$ cat config.mk
export PLATFORM = sky130hd
export DESIGN_NAME = ysyx_22051086_regfile_mp_flat
export DESIGN_NICKNAME = d
export VERILOG_FILES = /design/src/rtl/ysyx_22051086_rf_pkg.sv /design/src/rtl/ysyx_22051086_regfile_mp_if.sv /design/src/rtl/ysyx_22051086_rf_scoreboard.sv /design/src/rtl/ysyx_22051086_regfile_mp.sv /design/src/flat_wrapper.sv
export SDC_FILE = /design/constraint.sdc
export NUM_CORES = 2
export LEC_CHECK = 0
export ABC_AREA = 0
export CAP_MARGIN = 25
export CORE_UTILIZATION = 60
export CTS_BUF_LIST = sky130_fd_sc_hd__clkbuf_4
export DETAILED_ROUTE_END_ITERATION = 16
export HOLD_SLACK_MARGIN = 0.12
export PLACE_DENSITY = 0.86
export RECOVER_POWER = 100
export SLEW_MARGIN = 40
export SYNTH_ARGS = -nofsm -noshare
export SYNTH_HDL_FRONTEND = slang
export SYNTH_HIERARCHICAL = 1
export SYNTH_SLANG_ARGS = --single-unit
$ cat constraint.sdc
create_clock -name clk -period 8.2 [get_ports clk]
set_input_delay 1.64 -clock clk [delete_from_list [all_inputs] [get_ports clk]]
set_output_delay 1.64 -clock clk [all_outputs]
set_load 0.05 [all_outputs]
$ cat src/rtl/ysyx_22051086_rf_pkg.sv
// Shared constants and types for the multi-port GPR file and its scoreboard.
package ysyx_22051086_rf_pkg;
    localparam int DEF_XLEN = 64;
    localparam int DEF_NREG = 32;
    localparam int DEF_TAGW = 4;
    localparam int DEF_AW   = $clog2(DEF_NREG);

    typedef logic [DEF_AW-1:0]   reg_addr_t;
    typedef logic [DEF_XLEN-1:0] reg_data_t;
    typedef logic [DEF_TAGW-1:0] rob_tag_t;
endpackage

$ cat src/rtl/ysyx_22051086_regfile_mp_if.sv
// Bus between the core (master) and the GPR file (slave): reads, allocation, writeback, flush.
interface ysyx_22051086_regfile_mp_if
    import ysyx_22051086_rf_pkg::*;
#(
    parameter int XLEN = DEF_XLEN,
    parameter int NREG = DEF_NREG,
    parameter int NRD  = 2,
    parameter int NWR  = 1,
    parameter int TAGW = DEF_TAGW
) ();
    localparam int AW = $clog2(NREG);

    logic [NRD*AW-1:0]   raddr;
    logic [NRD*XLEN-1:0] rdata;
    logic [NRD-1:0]      rbusy;
    logic                alloc_valid;
    logic [AW-1:0]       alloc_addr;
    logic [TAGW-1:0]     alloc_tag;
    logic [NWR-1:0]      wen;
    logic [NWR*AW-1:0]   waddr;
    logic [NWR*XLEN-1:0] wdata;
    logic [NWR*TAGW-1:0] wtag;
    logic                flush;
    logic [NREG-1:0]     busy_vec;

    modport master (
        output raddr, alloc_valid, alloc_addr, alloc_tag, wen, waddr, wdata, wtag, flush,
        input  rdata, rbusy, busy_vec
    );

    modport slave (
        input  raddr, alloc_valid, alloc_addr, alloc_tag, wen, waddr, wdata, wtag, flush,
        output rdata, rbusy, busy_vec
    );
endinterface

$ cat src/rtl/ysyx_22051086_rf_scoreboard.sv
// Busy/tag scoreboard: allocate beats flush and release; a release needs the producer tag to match.
// With REGFILE_BYPASS_EN, a same-cycle matching writeback clears the read-port busy indication.
module ysyx_22051086_rf_scoreboard #(
    parameter int NREG = 32,
    parameter int NRD  = 2,
    parameter int NWR  = 1,
    parameter int TAGW = 4,
    parameter int AW   = $clog2(NREG)
) (
    input  logic                clk,
    input  logic                rst_n,
    input  logic                alloc_valid,
    input  logic [AW-1:0]       alloc_addr,
    input  logic [TAGW-1:0]     alloc_tag,
    input  logic [NWR-1:0]      wen,
    input  logic [NWR*AW-1:0]   waddr,
    input  logic [NWR*TAGW-1:0] wtag,
    input  logic                flush,
    input  logic [NRD*AW-1:0]   raddr,
    output logic [NRD-1:0]      rd_busy,
    output logic [NREG-1:0]     busy_vec
);
    logic [NREG-1:0] busy_r;
    logic [TAGW-1:0] tag_r [NREG];
    logic [NREG-1:0] busy_s;
    logic [TAGW-1:0] tag_s [NREG];
    logic [NREG-1:0] rel_s;
    logic [NRD-1:0]  rd_busy_s;
`ifdef REGFILE_BYPASS_EN
    logic [NRD-1:0]  fwd_rel_s;
`endif

    // Release request per register: any writeback whose tag matches the stored producer.
    always_comb begin
        rel_s = {NREG{1'b0}};
        for (int a = 1; a < NREG; a++) begin
            for (int p = 0; p < NWR; p++) begin
                if (wen[p] && (waddr[p*AW +: AW] == AW'(a)) && (wtag[p*TAGW +: TAGW] == tag_r[a])) begin
                    rel_s[a] = 1'b1;
                end else begin
                    rel_s[a] = rel_s[a];
                end
            end
        end
    end

    // Next busy/tag state: allocation first, then flush or release, otherwise hold.
    always_comb begin
        busy_s = busy_r;
        tag_s  = tag_r;
        for (int a = 1; a < NREG; a++) begin
            if (alloc_valid && (alloc_addr == AW'(a))) begin
                busy_s[a] = 1'b1;
                tag_s[a]  = alloc_tag;
            end else if (flush || rel_s[a]) begin
                busy_s[a] = 1'b0;
            end else begin
                busy_s[a] = busy_r[a];
            end
        end
        busy_s[0] = 1'b0;
        tag_s[0]  = {TAGW{1'b0}};
    end

    // Scoreboard state registers.
    always_ff @(posedge clk or negedge rst_n) begin
        if (!rst_n) begin
            busy_r <= {NREG{1'b0}};
            for (int a = 0; a < NREG; a++) begin
                tag_r[a] <= {TAGW{1'b0}};
            end
        end else begin
            busy_r <= busy_s;
            tag_r  <= tag_s;
        end
    end

    // Per-read-port busy lookup, optionally cleared by a same-cycle releasing writeback.
    always_comb begin
        rd_busy_s = {NRD{1'b0}};
`ifdef REGFILE_BYPASS_EN
        fwd_rel_s = {NRD{1'b0}};
`endif
        for (int i = 0; i < NRD; i++) begin
            rd_busy_s[i] = busy_r[raddr[i*AW +: AW]];
`ifdef REGFILE_BYPASS_EN
            // The highest-index matching port decides, mirroring the data bypass.
            for (int p = 0; p < NWR; p++) begin
                if (wen[p] && (waddr[p*AW +: AW] == raddr[i*AW +: AW])) begin
                    fwd_rel_s[i] = (wtag[p*TAGW +: TAGW] == tag_r[raddr[i*AW +: AW]]);
                end else begin
                    fwd_rel_s[i] = fwd_rel_s[i];
                end
            end
            if (fwd_rel_s[i] && !(alloc_valid && (alloc_addr == raddr[i*AW +: AW]))) begin
                rd_busy_s[i] = 1'b0;
            end else begin
                rd_busy_s[i] = busy_r[raddr[i*AW +: AW]];
            end
`endif
        end
    end

    assign rd_busy  = rd_busy_s;
    assign busy_vec = busy_r;
endmodule

$ cat src/rtl/ysyx_22051086_regfile_mp.sv
// Multi-port GPR file with producer-tagged busy scoreboard; x0 reads zero and is never busy.
// Optional same-cycle write-through bypass under REGFILE_BYPASS_EN.
module ysyx_22051086_regfile_mp
    import ysyx_22051086_rf_pkg::*;
#(
    parameter int XLEN = DEF_XLEN,
    parameter int NREG = DEF_NREG,
    parameter int NRD  = 2,
    parameter int NWR  = 1,
    parameter int TAGW = DEF_TAGW
) (
    input  logic clk,
    input  logic rst_n,
    ysyx_22051086_regfile_mp_if.slave bus
);
    localparam int AW = $clog2(NREG);

    logic [XLEN-1:0]     rf [NREG];
    logic [NRD*XLEN-1:0] rdata_s;
    logic [NRD-1:0]      rd_busy_s;
    logic [NREG-1:0]     busy_vec_s;

    // Data array; later ports are written last so the highest index wins on conflict.
    always_ff @(posedge clk or negedge rst_n) begin
        if (!rst_n) begin
            for (int a = 0; a < NREG; a++) begin
                rf[a] <= {XLEN{1'b0}};
            end
        end else begin
            for (int p = 0; p < NWR; p++) begin
                if (bus.wen[p] && (bus.waddr[p*AW +: AW] != {AW{1'b0}})) begin
                    rf[bus.waddr[p*AW +: AW]] <= bus.wdata[p*XLEN +: XLEN];
                end else begin
                    rf[0] <= {XLEN{1'b0}};
                end
            end
        end
    end

    // Combinational read ports with optional writeback forwarding.
    always_comb begin
        rdata_s = {(NRD*XLEN){1'b0}};
        for (int i = 0; i < NRD; i++) begin
            rdata_s[i*XLEN +: XLEN] = rf[bus.raddr[i*AW +: AW]];
`ifdef REGFILE_BYPASS_EN
            // Forwarding is suppressed while in reset so outputs stay zero.
            for (int p = 0; p < NWR; p++) begin
                rdata_s[i*XLEN +: XLEN] =
                    (rst_n && bus.wen[p]
                     && (bus.waddr[p*AW +: AW] == bus.raddr[i*AW +: AW])
                     && (bus.raddr[i*AW +: AW] != {AW{1'b0}}))
                    ? bus.wdata[p*XLEN +: XLEN] : rdata_s[i*XLEN +: XLEN];
            end
`endif
        end
    end

    ysyx_22051086_rf_scoreboard #(
        .NREG (NREG),
        .NRD  (NRD),
        .NWR  (NWR),
        .TAGW (TAGW),
        .AW   (AW)
    ) u_scoreboard (
        .clk         (clk),
        .rst_n       (rst_n),
        .alloc_valid (bus.alloc_valid),
        .alloc_addr  (bus.alloc_addr),
        .alloc_tag   (bus.alloc_tag),
        .wen         (bus.wen),
        .waddr       (bus.waddr),
        .wtag        (bus.wtag),
        .flush       (bus.flush),
        .raddr       (bus.raddr),
        .rd_busy     (rd_busy_s),
        .busy_vec    (busy_vec_s)
    );

    assign bus.rdata    = rdata_s;
    assign bus.rbusy    = rd_busy_s;
    assign bus.busy_vec = busy_vec_s;
endmodule
$ cat src/flat_wrapper.sv
// flat-port wrapper written by rule: the top's interface ports become plain ports
module ysyx_22051086_regfile_mp_flat import ysyx_22051086_rf_pkg::*;
#(
    parameter int XLEN = DEF_XLEN,
    parameter int NREG = DEF_NREG,
    parameter int NRD  = 2,
    parameter int NWR  = 1,
    parameter int TAGW = DEF_TAGW
)
  (clk, rst_n, bus_raddr, bus_alloc_valid, bus_alloc_addr, bus_alloc_tag, bus_wen, bus_waddr, bus_wdata, bus_wtag, bus_flush, bus_rdata, bus_rbusy, bus_busy_vec);
  ysyx_22051086_regfile_mp_if #(.XLEN(XLEN), .NREG(NREG), .NRD(NRD), .NWR(NWR), .TAGW(TAGW)) bus_i ();
  input  logic clk;
  input  logic rst_n;
  input wire logic [$bits(bus_i.raddr)-1:0] bus_raddr;
  input wire logic [$bits(bus_i.alloc_valid)-1:0] bus_alloc_valid;
  input wire logic [$bits(bus_i.alloc_addr)-1:0] bus_alloc_addr;
  input wire logic [$bits(bus_i.alloc_tag)-1:0] bus_alloc_tag;
  input wire logic [$bits(bus_i.wen)-1:0] bus_wen;
  input wire logic [$bits(bus_i.waddr)-1:0] bus_waddr;
  input wire logic [$bits(bus_i.wdata)-1:0] bus_wdata;
  input wire logic [$bits(bus_i.wtag)-1:0] bus_wtag;
  input wire logic [$bits(bus_i.flush)-1:0] bus_flush;
  output wire logic [$bits(bus_i.rdata)-1:0] bus_rdata;
  output wire logic [$bits(bus_i.rbusy)-1:0] bus_rbusy;
  output wire logic [$bits(bus_i.busy_vec)-1:0] bus_busy_vec;
  assign bus_i.raddr = bus_raddr;
  assign bus_i.alloc_valid = bus_alloc_valid;
  assign bus_i.alloc_addr = bus_alloc_addr;
  assign bus_i.alloc_tag = bus_alloc_tag;
  assign bus_i.wen = bus_wen;
  assign bus_i.waddr = bus_waddr;
  assign bus_i.wdata = bus_wdata;
  assign bus_i.wtag = bus_wtag;
  assign bus_i.flush = bus_flush;
  assign bus_rdata = bus_i.rdata;
  assign bus_rbusy = bus_i.rbusy;
  assign bus_busy_vec = bus_i.busy_vec;
  ysyx_22051086_regfile_mp #(.XLEN(XLEN), .NREG(NREG), .NRD(NRD), .NWR(NWR), .TAGW(TAGW)) u_core (.clk(clk), .rst_n(rst_n), .bus(bus_i));
endmodule
==> qor.csv <==
metric,value,unit
grt_antenna_before_repair,33,
avgSynthCellArea,16.18,µm²
drtIter0Drc,8844,
initial_core_util,60.70,%
gp_congestion,0.8521,
violations,"capacitance limit, slew limit",
holdWs,0.1490,ns
grt_pass1_vias,78445,
drive_gt1_share,58.23,%
rrSetupSlack,6.65,ns
die_w,441.6,µm
die_h,441.6,µm
startpoint_type,input pin,
hpwlAfterDp,189400,µm
synth.distinct_cells,58,
drt_wl_total,339100,µm
synth_largest_area_cell,dfrtp_1,
numPortBuffers,257,
syn_to_final_growth,9.591,%
drt_first_pass_iters,6,
relSlewSlack,-268.9,%
critPathKind,in -> reg,
drc,0,
synthArstFlopShare,100.0,%
clockBufferDepth,4,
h-tree-depth,6,
io_pins,259,
fin_nets,7545,
synthesis.nets,7261,
dp_slack,1.570,ns
endpoint_kind,register,
postCtsHoldBufs,0,
synth_cells,7164,
cts_made_buffers,580,
fmax,131.0,MHz
viasPerCell,7.198,
r2r_cells,4,
rsz0062_at_grt,no,
fp.dieArea,195000,µm²
cts_root_buf,clkbuf_4,
power_leakage,55.36,nW
finalSetupViolCount,0,
worstPathArrival,8.96,ns
clkSinkCount,2203,
worst_slack,0.5635,ns
clk_pin_slew,0.07,ns
cap_violations,88,
r2r-start,u_core/u_scoreboard/tag_r[82],
clk_latency,1.43,ns
grt_overflow,0,
seq_area_frac_synth,47.55,%
hold_viol,0,
tightest_slew,5.533,ns
ctsResizeCount,0,
outcome,finished with violations,
period_share,93.13,%
min_path_type,in -> async,
synth_edf_count,0,
syn_area,115900,µm²
required,9.52,ns
finalCriticalPeriod,7.637,ns
grt_first_pass_wirelength,507800,µm
ant_nets,0,
grt_usage,35.36,%
post_cts_buffers,0,
synth_top_area_share,47.55,%
wl_per_cell,32.72,µm
vias,74602,
worst_r2r_endpoint,u_core/u_scoreboard/busy_vec[11],
post_dp_cell_area,121100,µm²
tns,0,ns
grt_max_degree,167,
clock-skew-final,0.03897,ns
slew_viol_final,3833,
core,191000,µm²
row_count,160,
cp_max_fo,38,
synth_warnings,6,
ys.flop_type,dfrtp_1,
pwr_density_cell,244.4,nW/µm²
fin_area,127100,µm²
synth_area_leaders,"dfrtp_1, mux4_2, mux2_2, clkbuf_1, mux2i_1",
ys_seq_elements,2203,
peakVddDrop,0.2008,mV
cts_tree,done,
Yosys cell counts (8+ instances only):
master / number
and2_1: 65
a221o_1: 40
o21ai_0: 21
nand2b_1: 16
nor2_1: 46
nand4_1: 31
clkbuf_1: 506
o22ai_1: 64
xnor2_1: 89
mux2_2: 2286
nor2b_1: 18
mux4_2: 1167
mux2i_1: 140
buf_1: 40
o311ai_0: 18
nand3_1: 18
a221oi_1: 13
buf_2: 171
buf_6: 8
nand2_1: 56
a21o_1: 8
xor2_1: 35
dfrtp_1: 2203
buf_4: 25
per-layer routing:
| layer | global-route usage (%) | vias up | wire length, µm |
|---|---|---|---|
| li1 | - | 28807 | - |
| met2 | 52.72 | 4926 | 157900 |
| met5 | 0 | - | 97 |
| met1 | 47.65 | 39819 | 125200 |
| met4 | 19.30 | 18 | 18800 |
| met3 | 9.608 | 1032 | 37060 |
flip-flops by register name, indices dropped and copies added (netlist names):
| register | cells |
|---|---|
| u_core/rf | 2048 |
| u_core/u_scoreboard/tag_r | 124 |
| u_core/u_scoreboard/busy_vec | 31 |
how the worst max path moves through the flow:
stage                  from               to  slack (ns)  cells after the start
6_report       bus_waddr[0]  u_core/rf[1404]        0.56                      5
4_1_cts        bus_raddr[6]    bus_rdata[89]        1.57                      7
3_5_place_dp   bus_raddr[6]    bus_rdata[89]        1.57                      7
5_1_grt               rst_n  u_core/rf[1173]        0.81                      3
3_3_place_gp   bus_raddr[6]    bus_rdata[89]        1.47                      7
2_1_floorplan  bus_raddr[1]    bus_rdata[37]        2.40                      7
kinds of logic (layout without fill, tap and decap cells):
kind of cell           count (synthesis)  after routing  share of synthesized area, %
XOR/XNOR                             124            124                        0.9368
multiplexers                        3593           3593                         46.08
buffers and inverters                754           1416                         2.760
flip-flops                          2203           2203                         47.55
AO/OA/AOI/OAI                        186            186                         1.206
other                                  1             28                      0.003235
AND/OR/NAND/NOR                      303            303                         1.459
final cells by class:
type / count / area [µm²]
Antenna cell: 27 / 67.56
Clock buffer: 822 / 6171
Clock inverter: 138 / 671.9
Fill cell: 12666 / 63930
Inverter: 3 / 11.26
Multi-Input combinational cell: 4207 / 57690
Sequential cell: 2203 / 55130
Tap cell: 2511 / 3142
Timing Repair Buffer: 453 / 4168
placed cells by master, fill, tap and decap left out, types with 31 or more instances in the layout:
cell type / synthesis / layout
xnor2_1: 89 / 89
dfrtp_1: 2203 / 2203
buf_2: 171 / 70
a221o_1: 40 / 40
buf_4: 25 / 69
mux4_2: 1167 / 1167
clkbuf_1: 506 / 58
dlygate4sd3_1: 0 / 145
clkbuf_4: 0 / 822
and2_0: 1 / 42
xor2_1: 35 / 35
nand4_1: 31 / 31
o22ai_1: 64 / 64
clkinv_1: 0 / 103
nand2_1: 56 / 54
buf_12: 0 / 42
mux2_2: 2286 / 2284
nor2_1: 46 / 40
mux2i_1: 140 / 140
critical path, stage by stage:
cell and delay (ns):
dlygate4sd3_1 0.96, and3b_1 0.30, nand2_1 2.13, clkbuf_1 3.23, mux2_2 0.61
report_power, final:
part | leakage, nW | switching (mW) | internal (mW) | total, mW
registers | 28.3 | 1.59 | 12.9 | 14.5
clock network | 4.13 | 4.55 | 4.74 | 9.29
logic | 23.0 | 3.07 | 4.19 | 7.26
total | 55.4 | 9.20 | 21.9 | 31.1
metrics by stage:
step | instances | power (mW) | util (%)
after floorplan | 7164 | 19.60 | -
after global placement | 9361 | 21.44 | 63.31
after detailed placement | 9371 | 21.88 | 63.40
after CTS | 10331 | 31.15 | 66.99
after global routing | 10354 | 32.34 | 66.51
final | 10364 | 31.06 | 66.53
Note: power is estimated with default switching activity, not from simulation.
